<file path="config.mk">
export PLATFORM = sky130hd
export DESIGN_NAME = lw_sw_multicycle_ctrl_flat
export DESIGN_NICKNAME = d
export VERILOG_FILES = /design/src/rtl/lw_sw_multicycle_ctrl_pkg.sv /design/src/rtl/lw_sw_multicycle_ctrl_if.sv /design/src/rtl/lw_sw_multicycle_ctrl_mem_wait_timer.sv /design/src/rtl/lw_sw_multicycle_ctrl.sv /design/src/flat_wrapper.sv
export SDC_FILE = /design/constraint.sdc
export NUM_CORES = 1
export LEC_CHECK = 0
export CAP_MARGIN = 20
export CORE_UTILIZATION = 33
export DETAILED_ROUTE_END_ITERATION = 7
export PLACE_DENSITY = 0.85
export SYNTH_ARGS = -nofsm -noshare
export SYNTH_HDL_FRONTEND = slang
export SYNTH_SLANG_ARGS = --single-unit
</file>
<file path="constraint.sdc">
create_clock -name clk -period 3.4 [get_ports clk]
set_clock_uncertainty 0.1 [all_clocks]
set_input_delay 0.68 -clock clk [delete_from_list [all_inputs] [get_ports clk]]
set_output_delay 0.68 -clock clk [all_outputs]
set_load 0.03 [all_outputs]
</file>
<file path="src/rtl/lw_sw_multicycle_ctrl_pkg.sv">
// Shared definitions for the load/store-word multicycle controller:
// state encodings, opcode/funct3 constants, mux-select codes and decode helpers.
package lw_sw_multicycle_ctrl_pkg;

    typedef enum logic [2:0] {
        S_FETCH    = 3'd0,
        S_DECODE   = 3'd1,
        S_MEMADR   = 3'd2,
        S_MEMREAD  = 3'd3,
        S_MEMWB    = 3'd4,
        S_MEMWRITE = 3'd5,
        S_HALT     = 3'd6
    } state_t;

    localparam logic [6:0] OPC_LW   = 7'b0000011;
    localparam logic [6:0] OPC_SW   = 7'b0100011;
    localparam logic [2:0] FUNCT3_W = 3'b010;

    localparam logic       ADR_PC      = 1'b0;
    localparam logic       ADR_ALU     = 1'b1;
    localparam logic       IMM_I       = 1'b0;
    localparam logic       IMM_S       = 1'b1;
    localparam logic [1:0] SRCA_PC     = 2'b00;
    localparam logic [1:0] SRCA_RS1    = 2'b10;
    localparam logic [1:0] SRCB_IMM    = 2'b01;
    localparam logic [1:0] SRCB_FOUR   = 2'b10;
    localparam logic [1:0] RES_ALUOUT  = 2'b00;
    localparam logic [1:0] RES_MEMDATA = 2'b01;
    localparam logic [1:0] RES_ALURES  = 2'b10;

    function automatic logic is_lw_f(input logic [6:0] opcode, input logic [2:0] funct3);
        return (opcode == OPC_LW) && (funct3 == FUNCT3_W);
    endfunction

    function automatic logic is_sw_f(input logic [6:0] opcode, input logic [2:0] funct3);
        return (opcode == OPC_SW) && (funct3 == FUNCT3_W);
    endfunction

    // States in which the controller waits on the memory handshake
    function automatic logic is_mem_state_f(input state_t s);
        return (s == S_FETCH) || (s == S_MEMREAD) || (s == S_MEMWRITE);
    endfunction

endpackage

</file>
<file path="src/rtl/lw_sw_multicycle_ctrl_if.sv">
// Control/handshake bundle between the multicycle controller (master) and
// the datapath + memory side (slave).
interface lw_sw_multicycle_ctrl_if;
    logic [31:0] Instr;
    logic        mem_ready;
    logic        mem_req;
    logic        AdrSrc;
    logic        IRWrite;
    logic        PCWrite;
    logic        ImmSrc;
    logic [1:0]  ALUSrcA;
    logic [1:0]  ALUSrcB;
    logic [2:0]  ALUControl;
    logic [1:0]  ResultSrc;
    logic        MemWrite;
    logic        RegWrite;
    logic        illegal;
    logic        timeout;
    logic [31:0] instr_count;

    modport master (
        input  Instr, mem_ready,
        output mem_req, AdrSrc, IRWrite, PCWrite, ImmSrc, ALUSrcA, ALUSrcB,
               ALUControl, ResultSrc, MemWrite, RegWrite, illegal, timeout, instr_count
    );

    modport slave (
        output Instr, mem_ready,
        input  mem_req, AdrSrc, IRWrite, PCWrite, ImmSrc, ALUSrcA, ALUSrcB,
               ALUControl, ResultSrc, MemWrite, RegWrite, illegal, timeout, instr_count
    );
endinterface

</file>
<file path="src/rtl/lw_sw_multicycle_ctrl_mem_wait_timer.sv">
// Counts consecutive mem_ready-low cycles within one memory state.
// expired is asserted combinationally on the WAIT_TIMEOUT-th low cycle;
// WAIT_TIMEOUT = 0 disables expiry entirely.
module mem_wait_timer #(
    parameter int unsigned WAIT_TIMEOUT = 15
) (
    input  logic clk,
    input  logic rst,
    input  logic clr,
    input  logic en,
    output logic expired
);
    localparam int unsigned    CW   = (WAIT_TIMEOUT > 32'd1) ? $clog2(WAIT_TIMEOUT) : 1;
    localparam logic [CW-1:0]  LAST = (WAIT_TIMEOUT == 32'd0) ? {CW{1'b0}} : CW'(WAIT_TIMEOUT - 32'd1);
    localparam logic [CW-1:0]  ONE  = CW'(1'b1);

    logic [CW-1:0] cnt_q, cnt_d;

    // Next count: clear on state change, saturate at the last allowed value
    always_comb begin
        cnt_d = cnt_q;
        if (clr) begin
            cnt_d = {CW{1'b0}};
        end else if (en && (cnt_q != LAST)) begin
            cnt_d = cnt_q + ONE;
        end else begin
            cnt_d = cnt_q;
        end
    end

    // Wait counter register
    always_ff @(posedge clk) begin
        if (rst) begin
            cnt_q <= {CW{1'b0}};
        end else begin
            cnt_q <= cnt_d;
        end
    end

    assign expired = (WAIT_TIMEOUT != 32'd0) && en && (cnt_q == LAST);

endmodule

</file>
<file path="src/rtl/lw_sw_multicycle_ctrl.sv">
// Multicycle control FSM for the lw/sw datapath. Drives all mux selects and
// write strobes from the state register, handshakes with variable-latency
// memory, and halts on an illegal instruction or a memory wait timeout.
// Optional retired-instruction counter enabled by defining INSTR_COUNT_EN.
module lw_sw_multicycle_ctrl
    import lw_sw_multicycle_ctrl_pkg::*;
#(
    parameter int unsigned WAIT_TIMEOUT = 15,
    parameter logic [2:0]  ALU_ADD      = 3'b000
) (
    input  logic                      clk,
    input  logic                      rst,
    lw_sw_multicycle_ctrl_if.master   bus
);
    state_t state_q, state_d;
    logic   illegal_q, illegal_d;
    logic   timeout_q, timeout_d;
    logic   is_lw_s, is_sw_s;
    logic   wait_en_s, wait_clr_s, wait_expired_s;
    logic   mem_req_s, adr_src_s, ir_write_s, pc_write_s, imm_src_s;
    logic   mem_write_s, reg_write_s;
    logic [1:0] alu_src_a_s, alu_src_b_s, result_src_s;
    logic [2:0] alu_control_s;
    logic   unused_instr_bits_s;

    assign is_lw_s = is_lw_f(bus.Instr[6:0], bus.Instr[14:12]);
    assign is_sw_s = is_sw_f(bus.Instr[6:0], bus.Instr[14:12]);
    assign unused_instr_bits_s = ^{bus.Instr[31:15], bus.Instr[11:7]};

    // The wait counter only runs in memory states and restarts on every state change
    assign wait_en_s  = is_mem_state_f(state_q) && !bus.mem_ready;
    assign wait_clr_s = (state_d != state_q);

    mem_wait_timer #(.WAIT_TIMEOUT(WAIT_TIMEOUT)) u_wait (
        .clk     (clk),
        .rst     (rst),
        .clr     (wait_clr_s),
        .en      (wait_en_s),
        .expired (wait_expired_s)
    );

    // Next-state and sticky-flag logic
    always_comb begin
        state_d   = state_q;
        illegal_d = illegal_q;
        timeout_d = timeout_q;
        case (state_q)
            S_FETCH: begin
                if (bus.mem_ready) begin
                    state_d = S_DECODE;
                end else if (wait_expired_s) begin
                    state_d   = S_HALT;
                    timeout_d = 1'b1;
                end else begin
                    state_d = S_FETCH;
                end
            end
            S_DECODE: begin
                if (is_lw_s || is_sw_s) begin
                    state_d = S_MEMADR;
                end else begin
                    state_d   = S_HALT;
                    illegal_d = 1'b1;
                end
            end
            S_MEMADR: begin
                if (is_sw_s) begin
                    state_d = S_MEMWRITE;
                end else begin
                    state_d = S_MEMREAD;
                end
            end
            S_MEMREAD: begin
                if (bus.mem_ready) begin
                    state_d = S_MEMWB;
                end else if (wait_expired_s) begin
                    state_d   = S_HALT;
                    timeout_d = 1'b1;
                end else begin
                    state_d = S_MEMREAD;
                end
            end
            S_MEMWB:  state_d = S_FETCH;
            S_MEMWRITE: begin
                if (bus.mem_ready) begin
                    state_d = S_FETCH;
                end else if (wait_expired_s) begin
                    state_d   = S_HALT;
                    timeout_d = 1'b1;
                end else begin
                    state_d = S_MEMWRITE;
                end
            end
            S_HALT:   state_d = S_HALT;
            default:  state_d = S_HALT;
        endcase
    end

    // State and sticky flag registers
    always_ff @(posedge clk) begin
        if (rst) begin
            state_q   <= S_FETCH;
            illegal_q <= 1'b0;
            timeout_q <= 1'b0;
        end else begin
            state_q   <= state_d;
            illegal_q <= illegal_d;
            timeout_q <= timeout_d;
        end
    end

    // Per-state selects and strobes, blanked while rst is held
    always_comb begin
        mem_req_s     = 1'b0;
        adr_src_s     = ADR_PC;
        ir_write_s    = 1'b0;
        pc_write_s    = 1'b0;
        imm_src_s     = IMM_I;
        alu_src_a_s   = SRCA_PC;
        alu_src_b_s   = 2'b00;
        alu_control_s = 3'b000;
        result_src_s  = RES_ALUOUT;
        mem_write_s   = 1'b0;
        reg_write_s   = 1'b0;
        if (rst) begin
            mem_req_s = 1'b0;
        end else begin
            case (state_q)
                S_FETCH: begin
                    mem_req_s     = 1'b1;
                    adr_src_s     = ADR_PC;
                    alu_src_a_s   = SRCA_PC;
                    alu_src_b_s   = SRCB_FOUR;
                    alu_control_s = ALU_ADD;
                    result_src_s  = RES_ALURES;
                    ir_write_s    = bus.mem_ready;
                    pc_write_s    = bus.mem_ready;
                end
                S_DECODE: imm_src_s = is_sw_s ? IMM_S : IMM_I;
                S_MEMADR: begin
                    alu_src_a_s   = SRCA_RS1;
                    alu_src_b_s   = SRCB_IMM;
                    alu_control_s = ALU_ADD;
                    imm_src_s     = is_sw_s ? IMM_S : IMM_I;
                end
                S_MEMREAD: begin
                    mem_req_s = 1'b1;
                    adr_src_s = ADR_ALU;
                end
                S_MEMWB: begin
                    result_src_s = RES_MEMDATA;
                    reg_write_s  = 1'b1;
                end
                S_MEMWRITE: begin
                    mem_req_s   = 1'b1;
                    adr_src_s   = ADR_ALU;
                    mem_write_s = 1'b1;
                end
                default: mem_req_s = 1'b0;
            endcase
        end
    end

    assign bus.mem_req    = mem_req_s;
    assign bus.AdrSrc     = adr_src_s;
    assign bus.IRWrite    = ir_write_s;
    assign bus.PCWrite    = pc_write_s;
    assign bus.ImmSrc     = imm_src_s;
    assign bus.ALUSrcA    = alu_src_a_s;
    assign bus.ALUSrcB    = alu_src_b_s;
    assign bus.ALUControl = alu_control_s;
    assign bus.ResultSrc  = result_src_s;
    assign bus.MemWrite   = mem_write_s;
    assign bus.RegWrite   = reg_write_s;
    assign bus.illegal    = rst ? 1'b0 : illegal_q;
    assign bus.timeout    = rst ? 1'b0 : timeout_q;

`ifdef INSTR_COUNT_EN
    logic [31:0] instr_count_q, instr_count_d;

    // One count per retirement (load write-back or accepted store), wrapping at 32 bits
    always_comb begin
        if ((state_q == S_MEMWB) || ((state_q == S_MEMWRITE) && bus.mem_ready)) begin
            instr_count_d = instr_count_q + 32'd1;
        end else begin
            instr_count_d = instr_count_q;
        end
    end

    // Retired-instruction counter register
    always_ff @(posedge clk) begin
        if (rst) begin
            instr_count_q <= 32'd0;
        end else begin
            instr_count_q <= instr_count_d;
        end
    end

    assign bus.instr_count = rst ? 32'd0 : instr_count_q;
`else
    assign bus.instr_count = 32'd0;
`endif

endmodule
</file>
<file path="src/flat_wrapper.sv">
// flat-port wrapper written by rule: the top's interface ports become plain ports
module lw_sw_multicycle_ctrl_flat import lw_sw_multicycle_ctrl_pkg::*;
#(
    parameter int unsigned WAIT_TIMEOUT = 15,
    parameter logic [2:0]  ALU_ADD      = 3'b000
)
  (clk, rst, bus_Instr, bus_mem_ready, bus_mem_req, bus_AdrSrc, bus_IRWrite, bus_PCWrite, bus_ImmSrc, bus_ALUSrcA, bus_ALUSrcB, bus_ALUControl, bus_ResultSrc, bus_MemWrite, bus_RegWrite, bus_illegal, bus_timeout, bus_instr_count);
  lw_sw_multicycle_ctrl_if bus_i ();
  input  logic clk;
  input  logic rst;
  input wire logic [$bits(bus_i.Instr)-1:0] bus_Instr;
  input wire logic [$bits(bus_i.mem_ready)-1:0] bus_mem_ready;
  output wire logic [$bits(bus_i.mem_req)-1:0] bus_mem_req;
  output wire logic [$bits(bus_i.AdrSrc)-1:0] bus_AdrSrc;
  output wire logic [$bits(bus_i.IRWrite)-1:0] bus_IRWrite;
  output wire logic [$bits(bus_i.PCWrite)-1:0] bus_PCWrite;
  output wire logic [$bits(bus_i.ImmSrc)-1:0] bus_ImmSrc;
  output wire logic [$bits(bus_i.ALUSrcA)-1:0] bus_ALUSrcA;
  output wire logic [$bits(bus_i.ALUSrcB)-1:0] bus_ALUSrcB;
  output wire logic [$bits(bus_i.ALUControl)-1:0] bus_ALUControl;
  output wire logic [$bits(bus_i.ResultSrc)-1:0] bus_ResultSrc;
  output wire logic [$bits(bus_i.MemWrite)-1:0] bus_MemWrite;
  output wire logic [$bits(bus_i.RegWrite)-1:0] bus_RegWrite;
  output wire logic [$bits(bus_i.illegal)-1:0] bus_illegal;
  output wire logic [$bits(bus_i.timeout)-1:0] bus_timeout;
  output wire logic [$bits(bus_i.instr_count)-1:0] bus_instr_count;
  assign bus_i.Instr = bus_Instr;
  assign bus_i.mem_ready = bus_mem_ready;
  assign bus_mem_req = bus_i.mem_req;
  assign bus_AdrSrc = bus_i.AdrSrc;
  assign bus_IRWrite = bus_i.IRWrite;
  assign bus_PCWrite = bus_i.PCWrite;
  assign bus_ImmSrc = bus_i.ImmSrc;
  assign bus_ALUSrcA = bus_i.ALUSrcA;
  assign bus_ALUSrcB = bus_i.ALUSrcB;
  assign bus_ALUControl = bus_i.ALUControl;
  assign bus_ResultSrc = bus_i.ResultSrc;
  assign bus_MemWrite = bus_i.MemWrite;
  assign bus_RegWrite = bus_i.RegWrite;
  assign bus_illegal = bus_i.illegal;
  assign bus_timeout = bus_i.timeout;
  assign bus_instr_count = bus_i.instr_count;
  lw_sw_multicycle_ctrl #(.WAIT_TIMEOUT(WAIT_TIMEOUT), .ALU_ADD(ALU_ADD)) u_core (.clk(clk), .rst(rst), .bus(bus_i));
endmodule
</file>
# Word-level counts from Yosys, hierarchy flattened
# Index checks and enable logic that the tools add are counted.
# classes
add_sub_neg,1
n_eq_ne,11
mux,30
bitwise,2
n_reduce_logical,16
# ops
cell,n
$mux W3,7
$pmux W3 S6,1
$mux W1,15
$mux W2,5
$eq A3 B2 Y1 const B,3
$pmux W2 S2,2
$eq A7 B2 Y1 const B,1
$eq A7 B6 Y1 const B,1
$eq A3 B3 Y1 const B,2
$reduce_or A2 Y1,3
$logic_and A1 B1 Y1,5
$add A4 B1 Y4 const B,1
$eq A4 B4 Y1 const B,1
$ne A4 B4 Y1 const B,1
$eq A3 B1 Y1 const B,1
$logic_not A3 Y1,1
$logic_or A1 B1 Y1,3
$ne A3 B3 Y1,1
$reduce_and A3 Y1,1
$reduce_or A3 Y1,1
$not A1 Y1,2
$reduce_and A2 Y1,1
$logic_not A1 Y1,1
# word_totals
regBits,9
output_inout_bits,50

# Depth between registers and ports, before layout
# Gate-level depths: netlist (run 1).
# depth
ltp_word,10
ltp_mapped,7
ltp_nobuf,6

# Hierarchy
# Synthesis (run 1) repeated with hierarchy kept, for this count alone.
# hier_totals
hier_cells,132
area_unflattened_um2,992.2
# by_module_without_submodules
mod,n_inst,cells_per_inst,area_each_um2
lw_sw_multicycle_ctrl,1,109,775.7
mem_wait_timer,1,23,216.5

# Least setup slack after synthesis (run 1)
# No wires, ideal clock.
# synth_timing
path_type,input to output
start,input port rst
end,output port bus_PCWrite
arrival_time_ps,2406
t_required_ps,2620
slack_ps,214
cell_stages,4
n_path_buf,1
path_cell_list,or2_2 > nor3_1 > and2_1 > buf_4
# synth_between
elab_chain_len,1
# synth_lines
element,line_no,text
"start, declared",flat_wrapper.sv:10,input logic rst;
$mux W1,-,
"end, declared",flat_wrapper.sv:16,output wire logic [$bits(bus_i.PCWrite)-1:0] bus_PCWrite;
# No other way between the ends.

# Final worst setup path (run 1)
# layout_timing
start,input port rst
end,output port bus_ALUSrcB[0]
# layout_between
elab_chain_len,1
# layout_lines
element,line_no,text
$mux W2,lw_sw_multicycle_ctrl.sv:125,if (rst) begin
"end, declared",flat_wrapper.sv:19,output wire logic [$bits(bus_i.ALUSrcB)-1:0] bus_ALUSrcB;
# No other way between the ends.

==> impl_metrics.py, run 1 <==
metrics = {
    "drt": {
        "avgRoutedWirePerCell_um": 9.20,
        "drtIter0Drc": 27,
        "wl_um": 1620,
        "drtAntennaViolNets": 0,
        "drtPass1Iterations": 4,
        "drc": 0,
        "via_count": 802,
        "avgViaCountPerCell": 4.56,
    },
    "clocking": {
        "numClockSinks": 9,
        "cts_buffers": 3,
        "cts_tree": "done",
        "clk_latency_ps": 260,
        "cts_htree_levels": 1,
        "cts_setup_buffers": 0,
        "cts_hold_buf": 0,
        "cts_resized": 0,
        "cts_root_buffer": "clkbuf_4",
        "clk_path_buf_depth": 2,
        "clk_pin_slew_worst_paths_ps": 60,
    },
    "power_and_ir_drop": {
        "power_density_mw_per_mm2": 490,
        "p_total_mw": 0.524,
        "p_leak_nw": 0.458,
        "ir_worst_vdd_mv": 0.271,
    },
    "finish": {
        "instances_no_fill": 176,
        "drive_gt1_share_pct": 9.59,
        "final_area_mm2": 0.00107,
        "final_net_count": 184,
        "num_antenna_cells": 0,
        "fillerInstances": 260,
        "area_delta_synth_final_pct": 14.0,
    },
    "placement": {
        "numPortBuffers": 26,
        "gp_congestion": 0.896,
        "place_inst": 172,
        "hpwl_um": 1340,
        "placed_area_mm2": 0.00104,
    },
    "worst_setup_path": {
        "endpoint_kind": "primary output",
        "path_class": "in -> out",
        "r2r_cells": 4,
        "critPathLaunch": "rst",
        "worstSetupStartpointType": "primary input",
        "crit_required_ps": 2620,
        "critPathMaxFanout": 7,
        "r2r_end": "u_core.u_wait.cnt_q[0]$_SDFFE_PP0P_",
        "r2r_slack_ps": 1720,
        "rr_startpoint": "u_core.state_q[0]$_SDFF_PP0_",
        "critPathArrivalTime_ps": 2430,
    },
    "logic_synthesis": {
        "synth_area_per_cell_um2": 7.51,
        "synth.largest_area_cell": "buf_4",
        "netlist_instances": 125,
        "synth.area.top_cells": "buf_4, dfxtp_1, nor2_1, nand2b_1, a21oi_1",
        "synth_edf_count": 0,
        "synth_most_common_cell": "buf_4",
        "ys.flop_type": "dfxtp_1",
        "synth_async_sr_flop_share_pct": 0,
        "yosysTopAreaCellShare_pct": 32.0,
        "yosysUniqueCellTypes": 35,
        "yosysWarnings": 0,
        "synth_commonest_cells": "buf_4, nor2_1, dfxtp_1",
        "ys_seq_area_share_pct": 19.2,
        "synthesis.area_um2": 938,
        "ys_ff_latch": 9,
    },
    "timing": {
        "fin_crit_ps": 3210,
        "layout_worst_path_cycle_share_pct": 94.5,
        "whs_ps": 352,
        "hold_viol_final": 0,
        "rsz0062_at_grt": "false",
        "finalMaxSlewViolations": 0,
        "setup_viol": 0,
        "clock.fmax_ghz": 0.311,
        "tns_ps": 0,
    },
    "job": {
        "cap_violations": 0,
    },
    "floorplanning": {
        "fp-row-count": 18,
        "dieArea_mm2": 0.00306,
        "io_pins": 85,
        "fp.dieW_um": 55.3,
        "coreArea_mm2": 0.00259,
        "floorplan.initialDensity_pct": 36.2,
        "die_h_um": 55.3,
    },
    "global_routing": {
        "grt_max_degree": 12,
        "grt_overflow_total": 0,
        "antenna_found_initial": 0,
        "grt_usage_pct": 10.5,
        "grt_pass1_vias": 616,
        "grt_pass1_wl_um": 2590,
    },
    "worst_hold_path": {
        "hold_depth": 2,
        "hold_path_end": "u_core.timeout_q$_SDFFE_PP0P_",
        "min_from": "u_core.timeout_q$_SDFFE_PP0P_",
        "min_path_type": "reg -> reg",
    },
    "status": {
        "status": "completed",
    },
}
==> critical path: stages <==
cell and delay (ps):
clkdlybuf4s50_1 520, or2_2 400, nor2_1 150, clkdlybuf4s50_1 680
==> final cells by class <==
class	instances	area [µm²]	area share [%]
Multi-Input combinational cell	100	548	51.2
Inverter	6	22.5	2.11
Sequential cell	9	180	16.8
Clock buffer	4	26.3	2.46
Tap cell	30	37.5	3.51
Timing Repair Buffer	27	255	23.9
==> worst max-delay path by stage <==
stage | to | slack, ps | depth (start not counted)
6_report | bus_ALUSrcB[0] | 190 | 4
3_3_place_gp | bus_ALUSrcB[0] | 180 | 4
5_1_grt | bus_ALUSrcB[0] | 80 | 4
2_1_floorplan | bus_PCWrite | 210 | 4
4_1_cts | bus_ALUSrcA[1] | 170 | 4
3_5_place_dp | bus_ALUSrcA[1] | 170 | 4
==> per-layer routing <==
metal | part of all wire [%] | wire length, µm | GRT usage [%] | vias to the layer above
li1 | - | - | - | 390
met4 | 2.2 | 35 | 7.50 | 0
met5 | 0 | 0 | 0 | -
met1 | 43 | 701 | 12.9 | 361
met2 | 47 | 759 | 16.9 | 47
met3 | 7.5 | 122 | 1.41 | 4
==> placed cells by master, fill, tap and decap left out, drive strengths merged, types with 2 or more instances in the layout <==
| cell | instances |
|---|---|
| o21ai | 2 |
| clkbuf | 4 |
| or3 | 4 |
| ha | 2 |
| nor2 | 10 |
| clkdlybuf4s50 | 21 |
| conb | 36 |
| nor2b | 2 |
| nor4b | 2 |
| or4 | 2 |
| nand3 | 4 |
| buf | 6 |
| nand2b | 5 |
| inv | 6 |
| dfxtp | 9 |
| o22a | 2 |
| nand2 | 3 |
| a21oi | 6 |
| nor3 | 3 |
==> power by group <==
| group | leakage (nW) | switching (mW) | internal, mW |
|---|---|---|---|
| sequential | 0.0735 | 0.0295 | 0.122 |
| clock | 0.0150 | 0.0400 | 0.0454 |
| combinational | 0.369 | 0.183 | 0.104 |
==> flip-flops by register name, indices dropped and copies added (netlist names) <==
| register | flops |
|---|---|
| u_core.u_wait.cnt_q | 4 |
| u_core.state_q | 3 |
| u_core.illegal_q | 1 |
| u_core.timeout_q | 1 |
==> per-stage QoR <==
step / setup slack (ps) / util (%)
floorplan: 214 / -
global placement: 180 / 40.3
detailed placement: 174 / 40.3
CTS: 174 / 41.3
global route: 81.6 / 41.3
finish: 186 / 41.3
==> logic make-up (layout without fill, tap and decap cells) <==
family | Yosys count | count (layout) | synth area share [%]
buffers and inverters | 51 | 37 | 36.4
AND/OR/NAND/NOR | 40 | 40 | 24.3
AO/OA/AOI/OAI | 20 | 20 | 14.5
flip-flops | 9 | 9 | 19.2
adder cells (fa/ha/maj) | 2 | 2 | 2.67
other | 1 | 36 | 0.400
XOR/XNOR | 1 | 1 | 0.934
multiplexers | 1 | 1 | 1.60
Note: power is estimated with default switching activity, not from simulation.
==> inputs of run 2 (changes only) <==
--- a/config.mk
+++ b/config.mk
@@ -6,9 +6,10 @@
 export NUM_CORES = 1
 export LEC_CHECK = 0
 export CAP_MARGIN = 20
-export CORE_UTILIZATION = 33
+export CORE_UTILIZATION = 34
+export CTS_BUF_LIST = sky130_fd_sc_hd__clkbuf_8
 export DETAILED_ROUTE_END_ITERATION = 7
-export PLACE_DENSITY = 0.85
+export PLACE_DENSITY = 0.87
 export SYNTH_ARGS = -nofsm -noshare
 export SYNTH_HDL_FRONTEND = slang
 export SYNTH_SLANG_ARGS = --single-unit
==> constraint.sdc (replaced) <==
create_clock -name clk -period 4 [get_ports clk]
set_clock_uncertainty 0.1 [all_clocks]
set_input_delay 0.8 -clock clk [delete_from_list [all_inputs] [get_ports clk]]
set_output_delay 0.8 -clock clk [all_outputs]
set_load 0.03 [all_outputs]
==> run 2 against run 1 <==
  * First-iteration DRC count unchanged
  * Critical path depth unchanged
  * Power decreased by 7.9%
  * Hold slack improved by 5.2 ps
  * Final cell count unchanged
  * Combinational power decreased by 14%
  * Critical endpoint is now bus_ImmSrc
==> impl_metrics.py, run 2 (synthesis results as in run 1) <==
metrics = {
    "power_and_ir_drop": {
        "power_density_mw_per_mm2": 438,
        "ir_worst_vdd_mv": 0.249,
        "p_leak_nw": 0.461,
    },
    "finish": {
        "fillerInstances": 286,
        "regMostFlops": "u_core.u_wait.cnt_q",
        "final_net_count": 184,
        "final_util_pct": 43.3,
        "top_regs": "u_core.u_wait.cnt_q x4, u_core.state_q x3",
        "final_common_cell": "conb_1",
        "largest_register_ffs": 4,
        "area_delta_synth_final_pct": 17.3,
        "drive_gt1_share_pct": 6.16,
        "num_antenna_cells": 0,
        "final_cell_mix": "conb_1, clkdlybuf4s50_1, nor2_1",
    },
    "clocking": {
        "cts_setup_buffers": 0,
        "clk_path_buf_depth": 2,
        "cts_buffers": 3,
        "cts_root_buffer": "clkbuf_8",
        "numClockSinks": 9,
        "clk_latency_ps": 240,
        "cts_resized": 0,
        "cts_tree": "done",
        "cts_hold_buf": 0,
        "cts_htree_levels": 1,
        "clk_pin_slew_worst_paths_ps": 40,
    },
    "timing": {
        "clock.fmax_ghz": 0.273,
        "setup_viol": 0,
        "finalMaxSlewViolations": 0,
        "whs_ps": 357,
        "fin_crit_ps": 3660,
        "hold_viol_final": 0,
        "rsz0062_at_grt": "false",
        "tns_ps": 0,
        "layout_worst_path_cycle_share_pct": 91.5,
    },
    "status": {
        "status": "completed",
    },
    "drt": {
        "drc": 0,
        "drtIter0Drc": 27,
        "drtAntennaViolNets": 0,
        "via_count": 796,
        "wl_um": 1710,
        "avgViaCountPerCell": 4.52,
        "drtPass1Iterations": 4,
        "avgRoutedWirePerCell_um": 9.70,
    },
    "global_routing": {
        "grt_usage_pct": 12.7,
        "grt_max_degree": 16,
        "grt_overflow_total": 0,
        "antenna_found_initial": 0,
        "grt_pass1_wl_um": 2640,
        "grt_pass1_vias": 622,
    },
    "worst_setup_path": {
        "worstPathBufferInverterCount": 2,
        "cp_top_family": "buffers and inverters",
        "path_common_cell": "clkdlybuf4s50_1",
        "worstSetupStartpointType": "primary input",
        "path_class": "in -> out",
        "critPathMaxFanout": 3,
        "critPathArrivalTime_ps": 2760,
        "crit_slowest_cell": "clkdlybuf4s50_1",
        "path_cells": "clkdlybuf4s50_1 -> or4_4 -> nor4b_1 -> clkdlybuf4s50_1",
        "crit_path_max_incr_delay_ps": 730,
        "crit_required_ps": 3100,
        "endpoint_kind": "primary output",
    },
    "placement": {
        "numPortBuffers": 26,
        "gp_congestion": 0.809,
        "hpwl_um": 1320,
    },
    "floorplanning": {
        "die_h_um": 54.5,
        "dieArea_mm2": 0.00297,
        "coreArea_mm2": 0.00254,
        "io_pins": 85,
        "fp-row-count": 18,
        "floorplan.initialDensity_pct": 36.9,
        "fp.dieW_um": 54.5,
    },
    "worst_hold_path": {
        "min_path_type": "reg -> reg",
    },
    "job": {
        "cap_violations": 0,
    },
}
-- run 2: cell count changes in the layout (fill, tap and decap cells not counted), sizes merged --
cell           previous run  this run
inv                       6         7
buf                       6         1
clkbuf                    4         3
clkdlybuf4s50            21        26
-- run 2: path summary, 6_finish.rpt --
check                                startpoint                             endpoint  slack [ps]  depth (start not counted)
hold / removal    u_core.timeout_q$_SDFFE_PP0P_        u_core.timeout_q$_SDFFE_PP0P_         360                          2
setup reg to reg   u_core.state_q[0]$_SDFF_PP0_  u_core.u_wait.cnt_q[0]$_SDFFE_PP0P_        2350                          4
setup / recovery                   bus_Instr[2]                           bus_ImmSrc         340                          4
hold reg to reg   u_core.timeout_q$_SDFFE_PP0P_        u_core.timeout_q$_SDFFE_PP0P_         360                          2
-- run 2: final cells by class --
cell class,count,area (µm²),share of cell area [%]
tap,30,37.5,3.41
inverter,6,22.5,2.05
timing repair buffer,27,268,24.3
multi-input combinational,100,548,49.8
sequential,9,180,16.4
clock inverter,1,3.75,0.341
clock buffer,3,41.3,3.75
-- run 2: routing by layer --
layer  GRT usage (%)  share of wire [%]  up-vias
met2            20.3                 47       54
met3            3.61                9.7        5
met1            14.6                 41      347
li1                -                  -      390
met5               0                  0        -
met4            8.12                2.6        0
-- run 2: report_power, final --
part | internal (mW) | switching (mW) | leakage [nW]
Sequential | 0.104 | 0.0260 | 0.0735
Clock | 0.0671 | 0.0388 | 0.0269
Combinational | 0.0917 | 0.154 | 0.361
-- run 2: tightest hold or removal path: cells and delay by family, from the launching register on --
family / cells / cell delay (ps)
buffers and inverters: 1 / 60
DFF: 1 / 290
AOI/OAI and AO/OA: 1 / 60
-- run 2: through the flow --
step | instance area [µm²] | instances | power [mW] | setup WS [ps]
4_1_cts | 1100 | 176 | 0.485 | 305
3_5_place_dp | 1060 | 172 | 0.377 | 306
3_3_place_gp | 1060 | 172 | 0.373 | 357
2_1_floorplan | 1070 | 160 | 0.343 | 574
6_report | 1100 | 176 | 0.482 | 339
5_1_grt | 1100 | 176 | 0.515 | 251
==> inputs of run 3 (changes only) <==
--- a/config.mk
+++ b/config.mk
@@ -5,7 +5,7 @@
 export SDC_FILE = /design/constraint.sdc
 export NUM_CORES = 1
 export LEC_CHECK = 0
-export CAP_MARGIN = 20
+export CAP_MARGIN = 30
 export CORE_UTILIZATION = 34
 export CTS_BUF_LIST = sky130_fd_sc_hd__clkbuf_8
 export DETAILED_ROUTE_END_ITERATION = 7
==> results of run 3 <==
Same layout as run 2: the final DEF is identical, and so are final timing and power.
